[config.mk]
export PLATFORM = sky130hd
export DESIGN_NAME = hazard_scoreboard
export DESIGN_NICKNAME = d
export VERILOG_FILES = /design/src/rtl/hazard_scoreboard.sv
export SDC_FILE = /design/constraint.sdc
export NUM_CORES = 1
export LEC_CHECK = 0
export BUFFER_PORTS_ARGS = -buffer_cell sky130_fd_sc_hd__buf_2
export CAP_MARGIN = 20
export CORE_UTILIZATION = 45
export DETAILED_ROUTE_END_ITERATION = 12
export PLACE_DENSITY = 0.61
export SLEW_MARGIN = 30
export SYNTH_ARGS = -nofsm -noshare
export SYNTH_HDL_FRONTEND = slang
export SYNTH_SLANG_ARGS = --single-unit
[constraint.sdc]
create_clock -name clk -period 6.5 [get_ports clk]
set_clock_uncertainty 0.1 [all_clocks]
set_input_delay 1.95 -clock clk [delete_from_list [all_inputs] [get_ports clk]]
set_output_delay 1.95 -clock clk [all_outputs]
set_load 0.005 [all_outputs]
[src/rtl/hazard_scoreboard.sv]
// rtl/hazard_scoreboard.sv - issue-side register hazard scoreboard with load-use tracker
module hazard_scoreboard #(
    parameter int NUM_REGS = 16,
    parameter int REG_W    = 4,
    parameter int CNT_W    = 2
) (
    input  logic                clk,
    input  logic                rst,
    input  logic                freeze,
    input  logic                flush,
    input  logic                fwd_en,
    input  logic                id_valid,
    input  logic                id_use_src1,
    input  logic                id_two_src,
    input  logic [REG_W-1:0]    id_src1,
    input  logic [REG_W-1:0]    id_src2,
    input  logic                id_wb_en,
    input  logic [REG_W-1:0]    id_dest,
    input  logic                id_mem_r,
    input  logic                wb_wb_en,
    input  logic [REG_W-1:0]    wb_dest,
    output logic                hazard,
    output logic [NUM_REGS-1:0] pending,
    output logic                sb_err
);

    localparam logic [CNT_W-1:0] CNT_MAX = {CNT_W{1'b1}};
    localparam logic [CNT_W-1:0] CNT_ONE = CNT_W'(1);

    // Per-register in-flight write counters
    logic [NUM_REGS-1:0][CNT_W-1:0] cnt;
    logic [NUM_REGS-1:0][CNT_W-1:0] cnt_next;
    logic [NUM_REGS-1:0]            pend_next;
    logic [NUM_REGS-1:0]            eff;
    logic [NUM_REGS-1:0]            inc;
    logic [NUM_REGS-1:0]            dec;
    logic [NUM_REGS-1:0]            ovf;
    logic [NUM_REGS-1:0]            unf;

    // One-deep tracker of the load currently in EXE
    logic             exe_ld_v;
    logic [REG_W-1:0] exe_ld_dest;

    logic retire;
    logic issue;
    logic wr;
    logic src1_hit;
    logic src2_hit;

    assign retire = wb_wb_en & ~freeze;
    assign issue  = id_valid & ~hazard & ~freeze & ~flush;
    assign wr     = issue & id_wb_en;

    // Effective pending: a last outstanding write retiring this cycle is already
    // visible in the register file because it writes before it reads
    always_comb begin
        eff = '0;
        for (int i = 0; i < NUM_REGS; i++) begin
            eff[i] = (cnt[i] != '0) &&
                     !((cnt[i] == CNT_ONE) && retire && (wb_dest == REG_W'(i)));
        end
    end

    // Stall request: any pending write without forwarding, only load-use with it
    always_comb begin
        src1_hit = 1'b0;
        src2_hit = 1'b0;
        if (fwd_en) begin
            src1_hit = id_use_src1 && (id_src1 == exe_ld_dest);
            src2_hit = id_two_src  && (id_src2 == exe_ld_dest);
            hazard   = id_valid && exe_ld_v && (src1_hit || src2_hit);
        end else begin
            src1_hit = id_use_src1 && eff[id_src1];
            src2_hit = id_two_src  && eff[id_src2];
            hazard   = id_valid && (src1_hit || src2_hit);
        end
    end

    // Next-state counters with saturation and error detection
    always_comb begin
        cnt_next  = cnt;
        inc       = '0;
        dec       = '0;
        ovf       = '0;
        unf       = '0;
        pend_next = '0;
        for (int i = 0; i < NUM_REGS; i++) begin
            inc[i] = wr     && (id_dest == REG_W'(i));
            dec[i] = retire && (wb_dest == REG_W'(i));
            if (inc[i] && !dec[i]) begin
                if (cnt[i] == CNT_MAX) begin
                    ovf[i] = 1'b1;
                end else begin
                    cnt_next[i] = cnt[i] + CNT_ONE;
                end
            end else if (dec[i] && !inc[i]) begin
                if (cnt[i] == '0) begin
                    unf[i] = 1'b1;
                end else begin
                    cnt_next[i] = cnt[i] - CNT_ONE;
                end
            end
            pend_next[i] = (cnt_next[i] != '0);
        end
    end

    // Counter, pending mask and sticky error registers
    always_ff @(posedge clk or posedge rst) begin
        if (rst) begin
            cnt     <= '0;
            pending <= '0;
            sb_err  <= 1'b0;
        end else begin
            cnt     <= cnt_next;
            pending <= pend_next;
            if ((|ovf) || (|unf)) begin
                sb_err <= 1'b1;
            end
        end
    end

    // Load tracker: holds while frozen, otherwise a stall or flush becomes a bubble
    always_ff @(posedge clk or posedge rst) begin
        if (rst) begin
            exe_ld_v    <= 1'b0;
            exe_ld_dest <= '0;
        end else if (!freeze) begin
            exe_ld_v    <= issue & id_wb_en & id_mem_r;
            exe_ld_dest <= id_dest;
        end
    end

endmodule

# Word level (Yosys, flattened, before mapping)
# Cells that the tools add are included.
[totals]
in_bits = 27
output_inout_bits = 18
word_cells = 498
register_bits = 54
[classes]
reduce_logical = 222
eq_ne = 64
order_cmp = 2
mux = 149
n_addsub = 32
bitwise = 9
[op_table]
columns = ["operator", "n"]
rows = [
  ["$mux W2", 64],
  ["$logic_and A1 B1 Y1", 119],
  ["$mux W1", 83],
  ["$eq A4 B4 Y1 const B", 16],
  ["$reduce_bool A2 Y1", 32],
  ["$logic_not A1 Y1", 48],
  ["$add A2 B1 Y2 const B", 16],
  ["$eq A2 B1 Y1 const B", 16],
  ["$eq A2 B2 Y1 const B", 16],
  ["$eq A4 B3 Y1 const B", 8],
  ["$logic_not A2 Y1", 16],
  ["$reduce_or A16 Y1", 2],
  ["$sub A2 B1 Y2 const B", 16],
  ["$eq A4 B2 Y1 const B", 4],
  ["$lt A4 B5 Y1 const B", 2],
  ["$bmux W1 S4", 2],
  ["$eq A4 B1 Y1 const B", 2],
  ["$eq A4 B4 Y1", 2],
  ["$logic_not A4 Y1", 2],
  ["$and A1 B1 Y1", 6],
  ["$logic_or A1 B1 Y1", 3],
  ["$not A1 Y1", 3],
]

# Depth between registers and ports, before layout
# Gate-level depths: netlist of the first run.
[logic_depth]
word_depth = 24
depth_mapped = 13

# Worst setup path after synthesis of the first run
# No wires, ideal clock.
[synth_path]
kind = "in2out"
start = "in freeze"
end = "out hazard"
t_arrival_ns = 3.797
path_buffers = 2
cell_stages = 9
path_slack_ns = 0.653
required_time_ns = 4.450
cell_sequence = "buf_6 > and4bb_1 > buf_4 > a311oi_1 > or4b_4 > o31ai_4 > a311oi_2 > nor3_4 > inv_2"
[synth_between]
elab_chain_cells = 12
word_cells_on_any_way = 75
cone_classes = "5 x mux; 2 x bitwise; 68 x reduce/logical"
[synth_lines]
columns = ["element", "line_no", "rtl"]
rows = [
  ["start: declaration", "9", "input logic freeze,"],
  ["$not A1 Y1 (*)", "50", "assign retire = wb_wb_en & ~freeze;"],
  ["$and A1 B1 Y1 (*)", "50", ""],
  ["$logic_and A1 B1 Y1 (2 in series)", "60", "!((cnt[i] == CNT_ONE) && retire && (wb_dest == REG_W'(i)));"],
  ["$logic_not A1 Y1", "60", ""],
  ["$logic_and A1 B1 Y1", "59", "eff[i] = (cnt[i] != '0) &&"],
  ["$bmux W1 S4, on equally long branches", "73, 74", ""],
  ["$mux W1, on equally long branches", "73, 74", ""],
  ["$logic_and A1 B1 Y1, on equally long branches", "73, 74", ""],
  ["$logic_or A1 B1 Y1 (*)", "75", "hazard = id_valid && (src1_hit || src2_hit);"],
  ["$logic_and A1 B1 Y1 (*)", "75", ""],
  ["$mux W1 (*)", "68", "if (fwd_en) begin"],
  ["end: declaration", "22", "output logic hazard,"],
]
# Every way passes the cells marked *; elsewhere a longest branch is shown, timed or not. The select of a mux whose other input is x is not followed.

# Worst setup path in the final report of the first run
# Same ends and word-level chain as after synthesis.

==> impl_metrics.csv, run 1 <==
group,metric,value,unit
status,status,"completed",
sta,drv_slew,0,
floorplan,design.die.area,0.00966,mm^2
placed_design,port_buffers,44,
floorplan,ios,45,
yosys,synth.area.top_cells,"dfrtp_1 32%, o21ai_0 4.9%, a21oi_1 4.2%, nor2_1 4.1%, nand2_1 4.0%",
sta,rsz0062_at_grt,"false",
yosys,post-synth-top-count-cell,"dfrtp_1",
yosys,yosys_most_used_dff,"dfrtp_1",
final_layout,fin_util,51.6,%
grt,gr-total-overflow,0,
yosys,ys_ff_latch,54,
route,routedWlPerCell,20.4,um
power,p_per_area,181,mW/mm^2
final_layout,diodes,0,
setup_path,path_max_fanout,8,
sta,post-route-min-period,6140,ps
clock_tree,clkLatencyLatePin,310,ps
yosys,synth-edff-count,0,
floorplan,core_area,0.00885,mm^2
yosys,yosysSeqAreaShare,32.4,%
floorplan,start_util,47.1,%
yosys,synth_commonest_cells,"54 x dfrtp_1, 46 x nor2_1, 45 x nand2_1, 41 x o21ai_0, 35 x a21oi_1",
grt,track_usage,29.0,%
clock_tree,holdBufCountCts,0,
placed_design,dp_hpwl,10500,um
setup_path,arrival,4090,ps
setup_path,r2r_setup_slack,2820,ps
route,viasPerCell,6.48,
setup_path,critPathLaunchType,"input port",
clock_tree,numClockSinks,54,
clock_tree,clkTransAtPathRegs,90,ps
sta,fin_crit_sh,94.5,%
route,drc,0,
final_layout,fin_area,0.00456,mm^2
yosys,netlist_area,0.00417,mm^2
sta,tns,0,ps
final_layout,layout-drive-gt1-share,14.5,%
power,power.leakage,0.00178,uW
setup_path,required,4450,ps
floorplan,fp-row-count,34,
clock_tree,cts_buffer_depth,2,
final_layout,area_delta_synth_final,9.36,%
route,drtPass1Iterations,7,
setup_path,cpMaxStageDelayCell,"or3_1",
worst_hold_path,hold_class,"reg2reg",
setup_path,slowest_delay,440,ps
yosys,synth_nets,551,
sta,relSlewSlack,50.7,%
clock_tree,cts_buffers,5,
route,drtIter0Drc,287,
power,ir_drop,0.115,mV
grt,grt_antenna_before_repair,0,
route,vias,4315,
floorplan,die_h,98.3,um
route,totalWireLength,13600,um
setup_path,crit_buf_inv,3,
sta,worst_pin_slew,732,ps
setup_path,path_common_cell,"buf_2",
sta,finalHoldViolations,0,
floorplan,die_w,98.3,um
yosys,synth_top_area_share,32.4,%
sta,setup_viol_count_final,0,
sta,max_freq,0.163,GHz
setup_path,critical_path.top_delay_family,"compound AO/OA/AOI/OAI gates",
clock_tree,post_cts_buffers,0,
grt,grt_pass1_wl,21700,um
clock_tree,clockRootBuffer,"clkbuf_8",
yosys,avgSynthCellArea,7.96,um^2
setup_path,end_kind,"output port",
grt,grt_pass1_vias,4054,
yosys,ys_async_sr_fraction,100,%
grt,grt_start_max_net_pins,55,
yosys,yosys_warnings,0,
yosys,synth_cells,524,
clock_tree,cts_tree,"yes",
clock_tree,htreeDepth,2,
placed_design,gp_congestion,0.962,
route,drtAntennaViolNets,0,
yosys,ys_types,78,
setup_path,worstSetupPathType,"in2out",
yosys,synth_top_area_cell,"dfrtp_1",
job,maxCapViolations,0,
setup_path,path_cells,"buf_2 > and4b_1 > a21oi_1 > o32ai_1 > or3_1 > a311oi_2 > nor3_4 > inv_2 > buf_2",
clock_tree,cts_resized,0,
final_layout,nets,585,
placed_design,placed_cell_area,0.00448,mm^2
==> metal layers <==
layer	track usage (%)	vias to the layer above	wire, um
met5	0	-	0
met4	10.4	0	415
met3	5.08	31	992
met2	45.2	206	5990
met1	40.4	2046	6200
li1	-	2032	-
==> path summary, 6_finish.rpt <==
path | start | to | depth (start not counted)
max | freeze | hazard | 9
min | cnt[24] | cnt[25] | 1
max reg2reg | cnt[14] | sb_err | 10
min reg2reg | cnt[24] | cnt[25] | 1
max in group asynchronous | rst | cnt[8] | 3
min in group asynchronous | rst | pending[15] | 3
==> final cells by class <==
class	instances	area [um^2]
tap	108	135
timing repair buffer	53	288
inverter	23	86.3
sequential	54	1350
multi-input combinational	421	2630
clock buffer	7	76.3
fill	917	4290
==> cells by family after synthesis <==
kind of cell / synth area share [%]
compound gates: 29.6
xor+xnor: 3.57
buf+inv: 4.86
flops: 32.4
mux: 1.05
simple gates: 28.5
==> layout by cell type, fill, tap and decap left out, drive strengths merged, types with 7 or more instances in the layout <==
master / count
dfrtp: 54
buf: 53
nor2: 46
nand2: 45
o21ai: 41
a21oi: 35
nand3: 30
inv: 23
nor3: 19
a31oi: 13
or3: 12
nand4: 11
nand2b: 10
xnor2: 10
o211ai: 9
a21o: 8
nor2b: 7
xor2: 7
clkbuf: 7
a21boi: 7
==> stage by stage <==
stage / cells / hold WS (ps) / power (uW) / setup slack (ps)
after floorplan: 524 / 349 / 570 / 653
after global placement: 659 / 377 / 647 / 438
after detailed placement: 659 / 389 / 650 / 406
after CTS: 666 / 410 / 832 / 398
after global routing: 666 / 420 / 877 / 199
final: 666 / 404 / 827 / 355
==> report_power, final <==
group | switching (uW) | internal [uW] | total [uW]
combinational | 132 | 89.8 | 221
clock | 104 | 74.5 | 179
sequential | 50.7 | 376 | 427
total | 287 | 540 | 827
==> flip-flops by register name (all words and copies together), names as in the netlist <==
signal and flops:
pending 16, sb_err 1, cnt 32, exe_ld_dest 4
exe_ld_v 1
Power figures use the tool's default switching activity.
==> inputs of run 2 (changes only) <==
Settings changed: CTS_CLUSTER_SIZE set to 8, PLACE_DENSITY 0.61 to 0.62.
==> run 2 against run 1 <==
  * Critical path depth is the same
  * Design area grew 0.96%
  * Via count rose by 1.6%
  * Global-route usage up 0.42 points
  * Flip-flop and latch count is the same
  * First-iteration DRC count increased by 17%
  * Worst setup slack worse by 31 ps
  * Utilization grew 0.49 points
  * Total power is 6.5% higher
  * Clock-buffer cell count decreased by 2
  * Register-to-register slack improved by 90 ps
  * Sequential share of layout area fell by 0.28 points
  * Highest routed layer unchanged
==> impl_metrics.csv, run 2 (synthesis gave the netlist of run 1 again) <==
group,metric,value,unit
status,status,"completed",
grt,grt_start_max_net_pins,55,
grt,grt_pass1_vias,4084,
setup_path,path_max_fanout,18,
sta,fin_crit_sh,95.0,%
final_layout,top_regs,"cnt (32), pending (16), exe_ld_dest (4)",
route,drtAntennaViolNets,0,
final_layout,layout-drive-gt1-share,15.0,%
power,pwr-share-comb,25.3,%
floorplan,design.die.area,0.00966,mm^2
setup_path,critPathLaunchType,"input port",
grt,grt_pass1_wl,22100,um
setup_path,ff2ff_path_depth,10,
floorplan,core_area,0.00885,mm^2
setup_path,end_kind,"output port",
final_layout,nets,587,
floorplan,die_w,98.3,um
worst_hold_path,hold_depth,1,
floorplan,ios,45,
final_layout,area_delta_synth_final,10.4,%
setup_path,critical_path.top_delay_family,"compound AO/OA/AOI/OAI gates",
setup_path,path_cells,"buf_2 > and4b_1 > a21oi_1 > o32ai_1 > or3_1 > a311oi_2 > nor3_4 > inv_2 > buf_2",
setup_path,arrival,4130,ps
job,maxCapViolations,0,
final_layout,final_cell_mix,"54 x dfrtp_1, 46 x nor2_1, 45 x nand2_1",
worst_hold_path,holdPathEnd,"cnt[25]",
clock_tree,cts_buffers,5,
clock_tree,numClockSinks,54,
final_layout,largest_register_ffs,32,
setup_path,required,4450,ps
sta,setup_ws,324,ps
sta,max_freq,0.162,GHz
placed_design,dp_hpwl,10800,um
final_layout,final_common_cell,"dfrtp_1",
clock_tree,clkLatencyLatePin,320,ps
power,sw_frac_of_total,34.1,%
grt,grt_antenna_before_repair,0,
placed_design,port_buffers,44,
final_layout,num-fill-cells,890,
power,ir_drop,0.116,mV
power,p_int,580,uW
power,power.leakage,0.00181,uW
clock_tree,clkTransAtPathRegs,90,ps
route,drc,0,
clock_tree,cts_resized,0,
route,drtPass1Iterations,7,
sta,relSlewSlack,36.0,%
clock_tree,htreeDepth,2,
setup_path,regToRegEndpoint,"sb_err",
setup_path,slowest_delay,420,ps
clock_tree,cts_tree,"yes",
setup_path,reg2reg_from,"cnt[14]",
clock_tree,post_cts_buffers,0,
floorplan,die_h,98.3,um
route,totalWireLength,13900,um
setup_path,cpMaxStageDelayCell,"or3_1",
route,routedWlPerCell,20.8,um
sta,rsz0062_at_grt,"false",
floorplan,start_util,47.1,%
sta,post-route-min-period,6180,ps
setup_path,worstSetupPathType,"in2out",
sta,finalHoldViolations,0,
power,seq_power_share,48.6,%
final_layout,top_register,"cnt",
clock_tree,holdBufCountCts,0,
worst_hold_path,hold_class,"reg2reg",
placed_design,pre_cts_ws,393,ps
route,drtIter0Drc,337,
clock_tree,cts_buffer_depth,2,
final_layout,diodes,0,
setup_path,crit_buf_inv,3,
route,viasPerCell,6.56,
worst_hold_path,min_from,"cnt[24]",
power,p_clk_share,26.0,%
sta,setup_viol_count_final,0,
clock_tree,clockRootBuffer,"clkbuf_8",
grt,track_usage,29.5,%
power,p_per_area,191,mW/mm^2
route,vias,4385,
sta,tns,0,ps
power,p_switching,300,uW
grt,gr-total-overflow,0,
sta,worst_pin_slew,952,ps
placed_design,gp_congestion,0.966,
setup_path,r2r_setup_slack,2910,ps
sta,drv_slew,0,
floorplan,fp-row-count,34,
setup_path,path_common_cell,"buf_2",
-- run 2: cell count changes in the layout (fill, tap and decap cells not counted), sizes merged --
cell,delta
buf,+2
clkbuf,-2
bufinv,+1
clkinv,+1
-- run 2: worst max path at each step --
stage            from      to  slack [ps]  cells past startpoint
4_1_cts        freeze  hazard         380                      9
6_report       freeze  hazard         320                      9
3_5_place_dp   freeze  hazard         390                      9
3_3_place_gp   freeze  hazard         430                      9
2_1_floorplan  freeze  hazard         650                      9
5_1_grt        freeze  hazard         250                      9
-- run 2: metal layers --
layer | GRT usage (%) | vias to the layer above | wire, um
li1 | - | 2050 | -
met1 | 39.6 | 2145 | 6240
met2 | 48.4 | 168 | 6410
met3 | 5.44 | 22 | 976
met4 | 8.50 | 0 | 298
met5 | 0 | - | 0
-- run 2: power by group through the flow --
| stage | Clock (uW) | Sequential (uW) | Combinational, uW |
|---|---|---|---|
| after floorplan | 0 | 416 | 153 |
| after global placement | 0 | 431 | 218 |
| after detailed placement | 0 | 433 | 220 |
| after CTS | 235 | 427 | 220 |
| after global routing | 246 | 435 | 244 |
| final | 229 | 428 | 223 |
-- run 2: area by class of cell --
class                           count  area (um^2)  share of cell area (%)
Multi-Input combinational cell    421         2620                    56.9
Tap cell                          108          135                    2.93
Inverter                           23         86.3                    1.87
Timing Repair Buffer               55          303                    6.57
Clock inverter                      2         38.8                   0.842
Sequential cell                    54         1350                    29.3
Clock buffer                        5         68.8                    1.49
-- run 2: per-stage QoR --
step           utilization [%]  hold WS, ps  std cells  area, um^2  power [uW]
3_3_place_gp              50.8          363        661        4490         649
4_1_cts                   52.0          425        668        4600         882
3_5_place_dp              50.8          400        661        4490         653
6_report                  52.1          414        668        4610         880
5_1_grt                   52.1          436        668        4610         926
2_1_floorplan                -          349        524        4170         570
-- run 2: worst register-to-register path: cells and delay by family (launching register included) --
kind / cells / cell delay, ps
AO/OA/AOI/OAI: 5 / 910
buffers and inverters: 1 / 460
flip-flops: 1 / 450
AND/OR/NAND/NOR: 4 / 1560
